## src/rtl/regfile_write_arbiter_pkg.sv

```systemverilog
// Shared definitions for the register-file write path.
//   REG_AW / REG_DW : address and data width of the 32x32 register file
//   NUM_REGS        : number of architectural registers
//   REG_ZERO        : index of the hard-wired zero register
package regfile_write_arbiter_pkg;

  localparam int REG_AW   = 5;
  localparam int REG_DW   = 32;
  localparam int NUM_REGS = 32;
  localparam int REG_ZERO = 0;

endpackage

```

## src/rtl/regfile_write_arbiter_rr_picker.sv

```systemverilog
// rr_priority_picker: purely combinational round-robin picker.
//   req     in  N    request vector
//   ptr     in  PW   highest-priority index this cycle (always < N)
//   gnt     out N    one-hot grant, zero when no request
//   gnt_idx out PW   index of the granted request (0 when none)
//   any     out 1    at least one request is high
module rr_priority_picker
  import regfile_write_arbiter_pkg::*;
#(
  parameter int N  = 4,
  parameter int PW = (N > 1) ? $clog2(N) : 1
) (
  input  logic [N-1:0]  req,
  input  logic [PW-1:0] ptr,
  output logic [N-1:0]  gnt,
  output logic [PW-1:0] gnt_idx,
  output logic          any
);

  logic [PW:0]   w_sum;
  logic [PW-1:0] w_idx;

  // Scan ptr, ptr+1, ... wrapping at N; the first hit wins. The sum is one
  // bit wider so the wrap works for N that is not a power of two.
  always_comb begin
    gnt     = '0;
    gnt_idx = '0;
    any     = 1'b0;
    w_sum   = '0;
    w_idx   = '0;
    for (int k = 0; k < N; k++) begin
      w_sum = {1'b0, ptr} + (PW+1)'(k);
      if (w_sum >= (PW+1)'(N)) begin
        w_sum = w_sum - (PW+1)'(N);
      end
      w_idx = w_sum[PW-1:0];
      if (!any && req[w_idx]) begin
        gnt[w_idx] = 1'b1;
        gnt_idx    = w_idx;
        any        = 1'b1;
      end
    end
  end

endmodule

```

## src/rtl/regfile_write_arbiter.sv

```systemverilog
// regfile_write_arbiter: shares the single register-file write port between
// N requesters using round-robin arbitration and a one-cycle write stage.
//   clk, rst_n     clock, asynchronous active-low reset
//   req_valid[N]   requester i has a write pending
//   req_addr[N*AW] target register of requester i, slice [i*AW +: AW]
//   req_data[N*DW] write data of requester i, slice [i*DW +: DW]
//   req_ready[N]   one-hot grant; transfer = valid & ready at rising edge
//   wr_stall       blocks new grants this cycle
//   wr_enable/wr_addr/wr_data  register-file write port (staged)
//   pending_mask   one-hot of the register being written, zero when idle
//   dropped_zero   one-cycle pulse: an accepted write to r0 was discarded
module regfile_write_arbiter
  import regfile_write_arbiter_pkg::*;
#(
  parameter int N  = 4,
  parameter int AW = REG_AW,
  parameter int DW = REG_DW
) (
  input  logic                clk,
  input  logic                rst_n,
  input  logic [N-1:0]        req_valid,
  input  logic [N*AW-1:0]     req_addr,
  input  logic [N*DW-1:0]     req_data,
  output logic [N-1:0]        req_ready,
  input  logic                wr_stall,
  output logic                wr_enable,
  output logic [AW-1:0]       wr_addr,
  output logic [DW-1:0]       wr_data,
  output logic [NUM_REGS-1:0] pending_mask,
  output logic                dropped_zero
);

  localparam int PW = (N > 1) ? $clog2(N) : 1;

  logic [PW-1:0] r_rr_ptr;
  logic          r_wr_enable;
  logic [AW-1:0] r_wr_addr;
  logic [DW-1:0] r_wr_data;
  logic          r_dropped_zero;

  logic [N-1:0]  w_req;
  logic [N-1:0]  w_gnt;
  logic [PW-1:0] w_gnt_idx;
  logic          w_any;
  logic          w_xfer;
  logic [AW-1:0] w_sel_addr;
  logic [DW-1:0] w_sel_data;
  logic [PW-1:0] w_ptr_next;

  // Stall and an asserted reset both suppress every grant, so no transfer
  // can be observed by a requester in those cycles.
  assign w_req = req_valid & {N{~wr_stall & rst_n}};

  rr_priority_picker #(.N(N), .PW(PW)) u_picker (
    .req     (w_req),
    .ptr     (r_rr_ptr),
    .gnt     (w_gnt),
    .gnt_idx (w_gnt_idx),
    .any     (w_any)
  );

  assign req_ready = w_gnt;
  assign w_xfer    = w_any;

  // AND-OR payload mux driven by the one-hot grant.
  always_comb begin
    w_sel_addr = '0;
    w_sel_data = '0;
    for (int i = 0; i < N; i++) begin
      if (w_gnt[i]) begin
        w_sel_addr = w_sel_addr | req_addr[i*AW +: AW];
        w_sel_data = w_sel_data | req_data[i*DW +: DW];
      end
    end
  end

  // Pointer wraps at N, not at the next power of two.
  assign w_ptr_next = (w_gnt_idx == PW'(N-1)) ? '0 : w_gnt_idx + 1'b1;

  always_ff @(posedge clk or negedge rst_n) begin
    if (!rst_n) begin
      r_rr_ptr <= '0;
    end else if (w_xfer) begin
      r_rr_ptr <= w_ptr_next;
    end
  end

  // Write stage: one cycle after the transfer the register file sees the
  // write. Writes to r0 are loaded but not enabled, and flagged instead.
  always_ff @(posedge clk or negedge rst_n) begin
    if (!rst_n) begin
      r_wr_enable    <= 1'b0;
      r_wr_addr      <= '0;
      r_wr_data      <= '0;
      r_dropped_zero <= 1'b0;
    end else if (w_xfer) begin
      r_wr_enable    <= (w_sel_addr != AW'(REG_ZERO));
      r_dropped_zero <= (w_sel_addr == AW'(REG_ZERO));
      r_wr_addr      <= w_sel_addr;
      r_wr_data      <= w_sel_data;
    end else begin
      r_wr_enable    <= 1'b0;
      r_dropped_zero <= 1'b0;
    end
  end

  assign wr_enable    = r_wr_enable;
  assign wr_addr      = r_wr_addr;
  assign wr_data      = r_wr_data;
  assign dropped_zero = r_dropped_zero;

  assign pending_mask = r_wr_enable ? (NUM_REGS'(1) << r_wr_addr) : '0;

endmodule

```

## config.mk

```make
export PLATFORM = sky130hd
export DESIGN_NAME = regfile_write_arbiter
export DESIGN_NICKNAME = d
export VERILOG_FILES = /design/src/rtl/regfile_write_arbiter_pkg.sv /design/src/rtl/regfile_write_arbiter_rr_picker.sv /design/src/rtl/regfile_write_arbiter.sv
export SDC_FILE = /design/constraint.sdc
export NUM_CORES = 1
export LEC_CHECK = 0
export BUFFER_PORTS_ARGS = -buffer_cell sky130_fd_sc_hd__clkbuf_2
export CELL_PAD_IN_SITES_DETAIL_PLACEMENT = 0
export CELL_PAD_IN_SITES_GLOBAL_PLACEMENT = 1
export CORE_ASPECT_RATIO = 0.5
export CORE_UTILIZATION = 30
export CTS_BUF_LIST = sky130_fd_sc_hd__clkbuf_2 sky130_fd_sc_hd__clkbuf_4 sky130_fd_sc_hd__clkbuf_8
export DETAILED_ROUTE_END_ITERATION = 10
export PLACE_DENSITY = 0.85
export REMOVE_ABC_BUFFERS = 1
export SLEW_MARGIN = 10
export SYNTH_ARGS = -nofsm -noshare
export SYNTH_HDL_FRONTEND = slang
export SYNTH_SLANG_ARGS = --single-unit
```

## constraint.sdc

```tcl
create_clock -name clk -period 9.7 [get_ports clk]
set_input_delay 2.425 -clock clk [delete_from_list [all_inputs] [get_ports clk]]
set_output_delay 2.425 -clock clk [all_outputs]
set_load 0.02 [all_outputs]
```

; ---- After elaboration in Yosys (flattened, before gate mapping)
; Index checks and enable logic that the tools add are counted.
[word_totals]
regBits = 41
output_inout_bits = 75
[op_classes]
add_sub_neg = 8
magnitude_cmp = 12
eq_ne = 1
n_shift = 1
muxes = 44
n_bitwise = 12
reduce_logical = 12
[op_table]
columns = cell, count
row1 = 2-to-1 mux 32 bit, 5
row2 = OR 32 bit, 3
row3 = << shifter 1 x 5 -> 32 bit (first input constant), 1
row4 = 2-to-1 mux 5 bit, 4
row5 = 2-to-1 mux 2 bit, 9
row6 = 2-to-1 mux 4 bit, 4
row7 = OR 5 bit, 3
row8 = 2-to-1 mux 1 bit, 14
row9 = less-than comparator 2 x 3 -> 1 bit (second input constant), 4
row10 = OR 4 bit, 3
row11 = >= comparator 3 bit (second input constant), 3
row12 = binary-select mux 1 bit (select 2 bit), 4
row13 = demux 1 bit (select 2 bit), 4
row14 = >= comparator 2 x 1 -> 1 bit (second input constant), 4
row15 = subtractor 2 x 1 -> 2 bit (second input constant), 4
row16 = logical AND 1 bit, 7
row17 = adder 2 x 2 -> 3 bit (second input constant), 2
row18 = logical NOT 5 bit, 1
row19 = nonzero test 5 bit, 1
row20 = AND 4 bit, 1
row21 = adder 2 x 1 -> 3 bit (second input constant), 1
row22 = >= comparator 2 x 3 -> 1 bit (second input constant), 1
row23 = logical NOT 1 bit, 3
row24 = adder 2 x 1 -> 2 bit (second input constant), 1
row25 = other kinds (3), 3

; ---- Longest topological paths before layout
[depth]
ltp_word = 24
mapped_depth = 12

; ---- Hierarchy
; A second synthesis with hierarchy kept.
[hier_totals]
hier_cells = 324
hier_area_um2 = 2864.0
[modules_own_cells]
columns = mod, n_inst, cells_per_inst, area_per_inst_um2, seq_area_each_um2
row1 = regfile_write_arbiter, 1, 279, 2442.3, 1026.0
row2 = rr_priority_picker, 1, 45, 421.7, 0.0

; ---- Worst setup path before layout
; No wires, ideal clock.
[synth_path]
path_kind = input to output
from = input port req_valid[0]
to = output port req_ready[3]
t_arrival_ns = 3.945
required_ns = 7.275
setup_slack_ns = 3.330
path_stages = 6
n_path_buf = 2
cell_sequence = buf_2 or3b_1 a2111oi_2 o21ai_1 nand4_2 buf_2
[synth_between]
elab_chain_cells = 13
[synth_rtl]
columns = element, line
row1 = "start, declared", regfile_write_arbiter.sv:21  ; input logic [N-1:0] req_valid,
row2 = AND 4 bit (*), regfile_write_arbiter.sv:52  ; assign w_req = req_valid & {N{~wr_stall & rst_n}};
row3 = binary-select mux 1 bit (select 2 bit), regfile_write_arbiter_rr_picker.sv:37  ; if (!any && req[w_idx]) begin
row4 = 2-to-1 mux 1 bit (not written as such), regfile_write_arbiter_rr_picker.sv:37
row5 = 2-to-1 mux 1 bit, regfile_write_arbiter_rr_picker.sv:37
row6 = logical NOT 1 bit, regfile_write_arbiter_rr_picker.sv:37
row7 = logical AND 1 bit, regfile_write_arbiter_rr_picker.sv:37
row8 = 2-to-1 mux 1 bit, regfile_write_arbiter_rr_picker.sv:37
row9 = logical NOT 1 bit, regfile_write_arbiter_rr_picker.sv:37
row10 = logical AND 1 bit, regfile_write_arbiter_rr_picker.sv:37
row11 = 2-to-1 mux 1 bit, regfile_write_arbiter_rr_picker.sv:37
row12 = logical NOT 1 bit, regfile_write_arbiter_rr_picker.sv:37
row13 = logical AND 1 bit, regfile_write_arbiter_rr_picker.sv:37
row14 = 2-to-1 mux 4 bit (*), regfile_write_arbiter_rr_picker.sv:37
row15 = "end, declared", regfile_write_arbiter.sv:24  ; output logic [N-1:0] req_ready,
; Every way passes the cells marked *; elsewhere a longest branch is shown, timed or not. The select of a mux whose other input is x is not followed.

; ---- Worst setup path after layout
[layout_path]
from = input port req_valid[3]
to = output port req_ready[2]
; The elaborated chain is that of the path after synthesis.

==> summary.txt <==
diode count: 0
Core ar.: 9070 um^2
Worst Hold Class: reg -> reg
Setup Crit Path Kind: in -> out
Highest Clock Rate: 139 MHz
Final WS setup: 2.50 ns
DRT Pass-1 Iters: 9
WP data arrival: 4.77 ns
die footprint: 10,100 um^2
Synth Area per Inst: 8.96 um^2
crit path max-delay cell type: nand4_2
port bufs: 229
ratio of cells with drive above 1 in the final layout: 47.6%
max-cap violations: 0
number of nets still failing antenna checks after routing: 0
FF+latch count, synth: 41
Post-CTS Setup Inserts: 0
Cell Int Power: 609 uW
final setup TNS: 0 ns
synth warn: 0
Gate power share: 59.5%
placed insts: 662
final worst-path cycle share: 74.2%
RSZ-0062 raised after global routing: no
Final Setup Violations: 0
Sink Count: 41
Worst-path clk slew: 0.09 ns
die height: 71.7 um
CTS Hold Buffers Added: 0
Layout area overhead: 45.7%
dpl ws: 2.53 ns
leading area contributor after synthesis: dfrtp_1
Worst-Skew Late Latency: 0.31 ns
Final Max Slew Viols: 0
filler instances: 937
total CTS buffers: 5
Post-synth EDFFs: 0
total number of vias: 3,605
Vias/cell: 5.38
post-synthesis cell count: 325
HPWL Detailed: 8870 um
Sw Share: 49.7%
Routed wire per std cell: 17.4 um
vias in the first global route: 3,298
CP endpoint kind: output pin
relative max-transition margin: 26.4%
sequential area share after synthesis: 35.2%
Power Density: 285 nW/um^2
Area contributors post-synth: dfrtp_1 (35%), a222oi_1 (11%), a22oi_1 (10%), nand2_1 (6.2%), nor2_1 (3.9%)
Final Hold Fails: 0
initial antenna violation count: 0
Total GRT Usage: 22.5%
Crit path max-delay family: simple AND/OR/NAND/NOR gates
nets: 701
Total Wirelength: 11,700 um
CP max FO: 36
cell mode on critical path: clkbuf_2
post_cts resized: 0
Buffers & Inverters on Critical Path: 2
Overflow after GRT: 0
leakage: 2.23 nW
Post-Route Skew: 0.00652 ns
initial detailed-routing violation count: 368
worst stage delay on the critical path: 0.73 ns
IO Count: 230
first-pass GRT wire length: 17,600 um
Unique masters post-synth: 48
Max IR drop VDD: 0.118 mV
starting density of the core: 32.1%
Flop pwr share: 28.6%
outcome: complete, no violations
Residual DRC: 0
H-tree Lvls: 2
most frequently used flop master after synthesis: dfrtp_1
proportion of netlist area held by the largest area contributor: 35.2%
Final min period: 7.20 ns
switching power: 601 uW
final hold slack: 0.506 ns
final cell count without fillers: 670
pin count of the biggest net entering global routing: 42
CP cell instances: clkbuf_2 > or3b_1 > a211oi_1 > o21ai_1 > nand4_2 > clkbuf_2
CTS Root Cell: clkbuf_8
crit start category: primary input
async set-reset flop share out of synthesis: 100%
Slew @ Worst Pin: 1.10 ns
CP required: 7.28 ns
DIE WIDTH: 141 um
post-synth design cell area: 2910 um^2
clock power share: 11.9%
row cnt: 24
clk buf depth: 2
CTS tree: yes
GP Congestion: 0.835
==> final cells by class <==
class	instances	area, um^2	share of cell area, %
Multi-Input combinational cell	249	1730	40.7
Inverter	8	30.0	0.708
Clock inverter	3	46.3	1.09
Sequential cell	41	1030	24.2
Tap cell	130	163	3.83
Timing Repair Buffer	234	1180	27.9
Clock buffer	5	68.8	1.62
==> layer usage <==
metal / up-vias / share of wire, % / track usage, %
met2: 127 / 49 / 37.3
met1: 1756 / 45 / 31.2
met4: 0 / 1.2 / 4.59
met3: 16 / 5.1 / 3.61
met5: - / 0 / 0
li1: 1706 / - / -
==> registers in the layout (all words and copies together), names as in the netlist, named ones only <==
register and count:
wr_enable 1, dropped_zero 1, wr_addr 5, wr_data 32
r_rr_ptr 1
==> placed cells by master (no fill, tap or decap), drive strengths merged, types with 7 or more instances in the layout <==
master | synthesis | layout
clkbuf | 7 | 234
nand2 | 48 | 48
dfrtp | 41 | 41
a22oi | 39 | 39
a222oi | 32 | 32
nor2 | 30 | 30
nand3 | 11 | 11
inv | 8 | 8
nand3b | 8 | 8
nor3 | 8 | 8
ha | 7 | 7
==> Yosys cell counts (6+ instances only) <==
library cell,number
nand2_1,48
dfrtp_1,41
a22oi_1,39
a222oi_1,32
nor2_1,30
buf_2,18
nand3_1,10
inv_1,8
nand3b_1,8
nor3_1,8
clkbuf_1,7
ha_1,7
a41oi_1,6
==> worst reg2reg max path, delay by kind of cell (launching register included) <==
family,cells,cell delay [ns]
simple gates,4,1.67
flops,1,0.74
buf+inv,1,0.26
fa+ha+maj,1,0.52
compound gates,3,1.07
==> logic make-up (layout without fill, tap and decap cells) <==
group,Yosys count,after routing,share of synthesized area [%]
XOR/XNOR,1,1,0.301
AO/OA/AOI/OAI,106,106,31.1
flip-flops,41,41,35.2
multiplexers,7,7,2.71
adder cells (fa/ha/maj),7,7,3.01
AND/OR/NAND/NOR,128,128,21.9
buffers and inverters,35,250,5.80
==> power groups by stage <==
stage	registers, mW	clock network, mW	logic, mW
5_1_grt	0.359	0.157	0.786
3_3_place_gp	0.345	0	0.710
4_1_cts	0.346	0.149	0.723
6_report	0.346	0.144	0.719
3_5_place_dp	0.349	0	0.720
2_1_floorplan	0.435	0	0.367
==> worst paths after layout <==
kind	cells past startpoint	startpoint	end	slack, ns
setup / recovery	6	req_valid[3]	req_ready[2]	2.50
hold / removal	2	wr_data[6]$_DFFE_PN0P_	wr_data[6]$_DFFE_PN0P_	0.51
setup reg to reg	9	flip-flop	wr_enable$_DFF_PN0_	5.33
hold reg to reg	2	wr_data[6]$_DFFE_PN0P_	wr_data[6]$_DFFE_PN0P_	0.51
max in group asynchronous	2	rst_n	wr_data[27]$_DFFE_PN0P_	7.01
min in group asynchronous	2	rst_n	asynchronous set/reset pin	2.32
==> stage by stage <==
| step | cell area, um^2 | util, % | power [mW] |
|---|---|---|---|
| final | 4240 | 46.8 | 1.21 |
| after detailed placement | 4130 | 45.5 | 1.07 |
| after global placement | 4130 | 45.5 | 1.06 |
| after CTS | 4240 | 46.8 | 1.22 |
| after floorplan | 2770 | - | 0.801 |
| after global routing | 4240 | 46.8 | 1.30 |
Note: power is estimated with default switching activity, not from simulation.
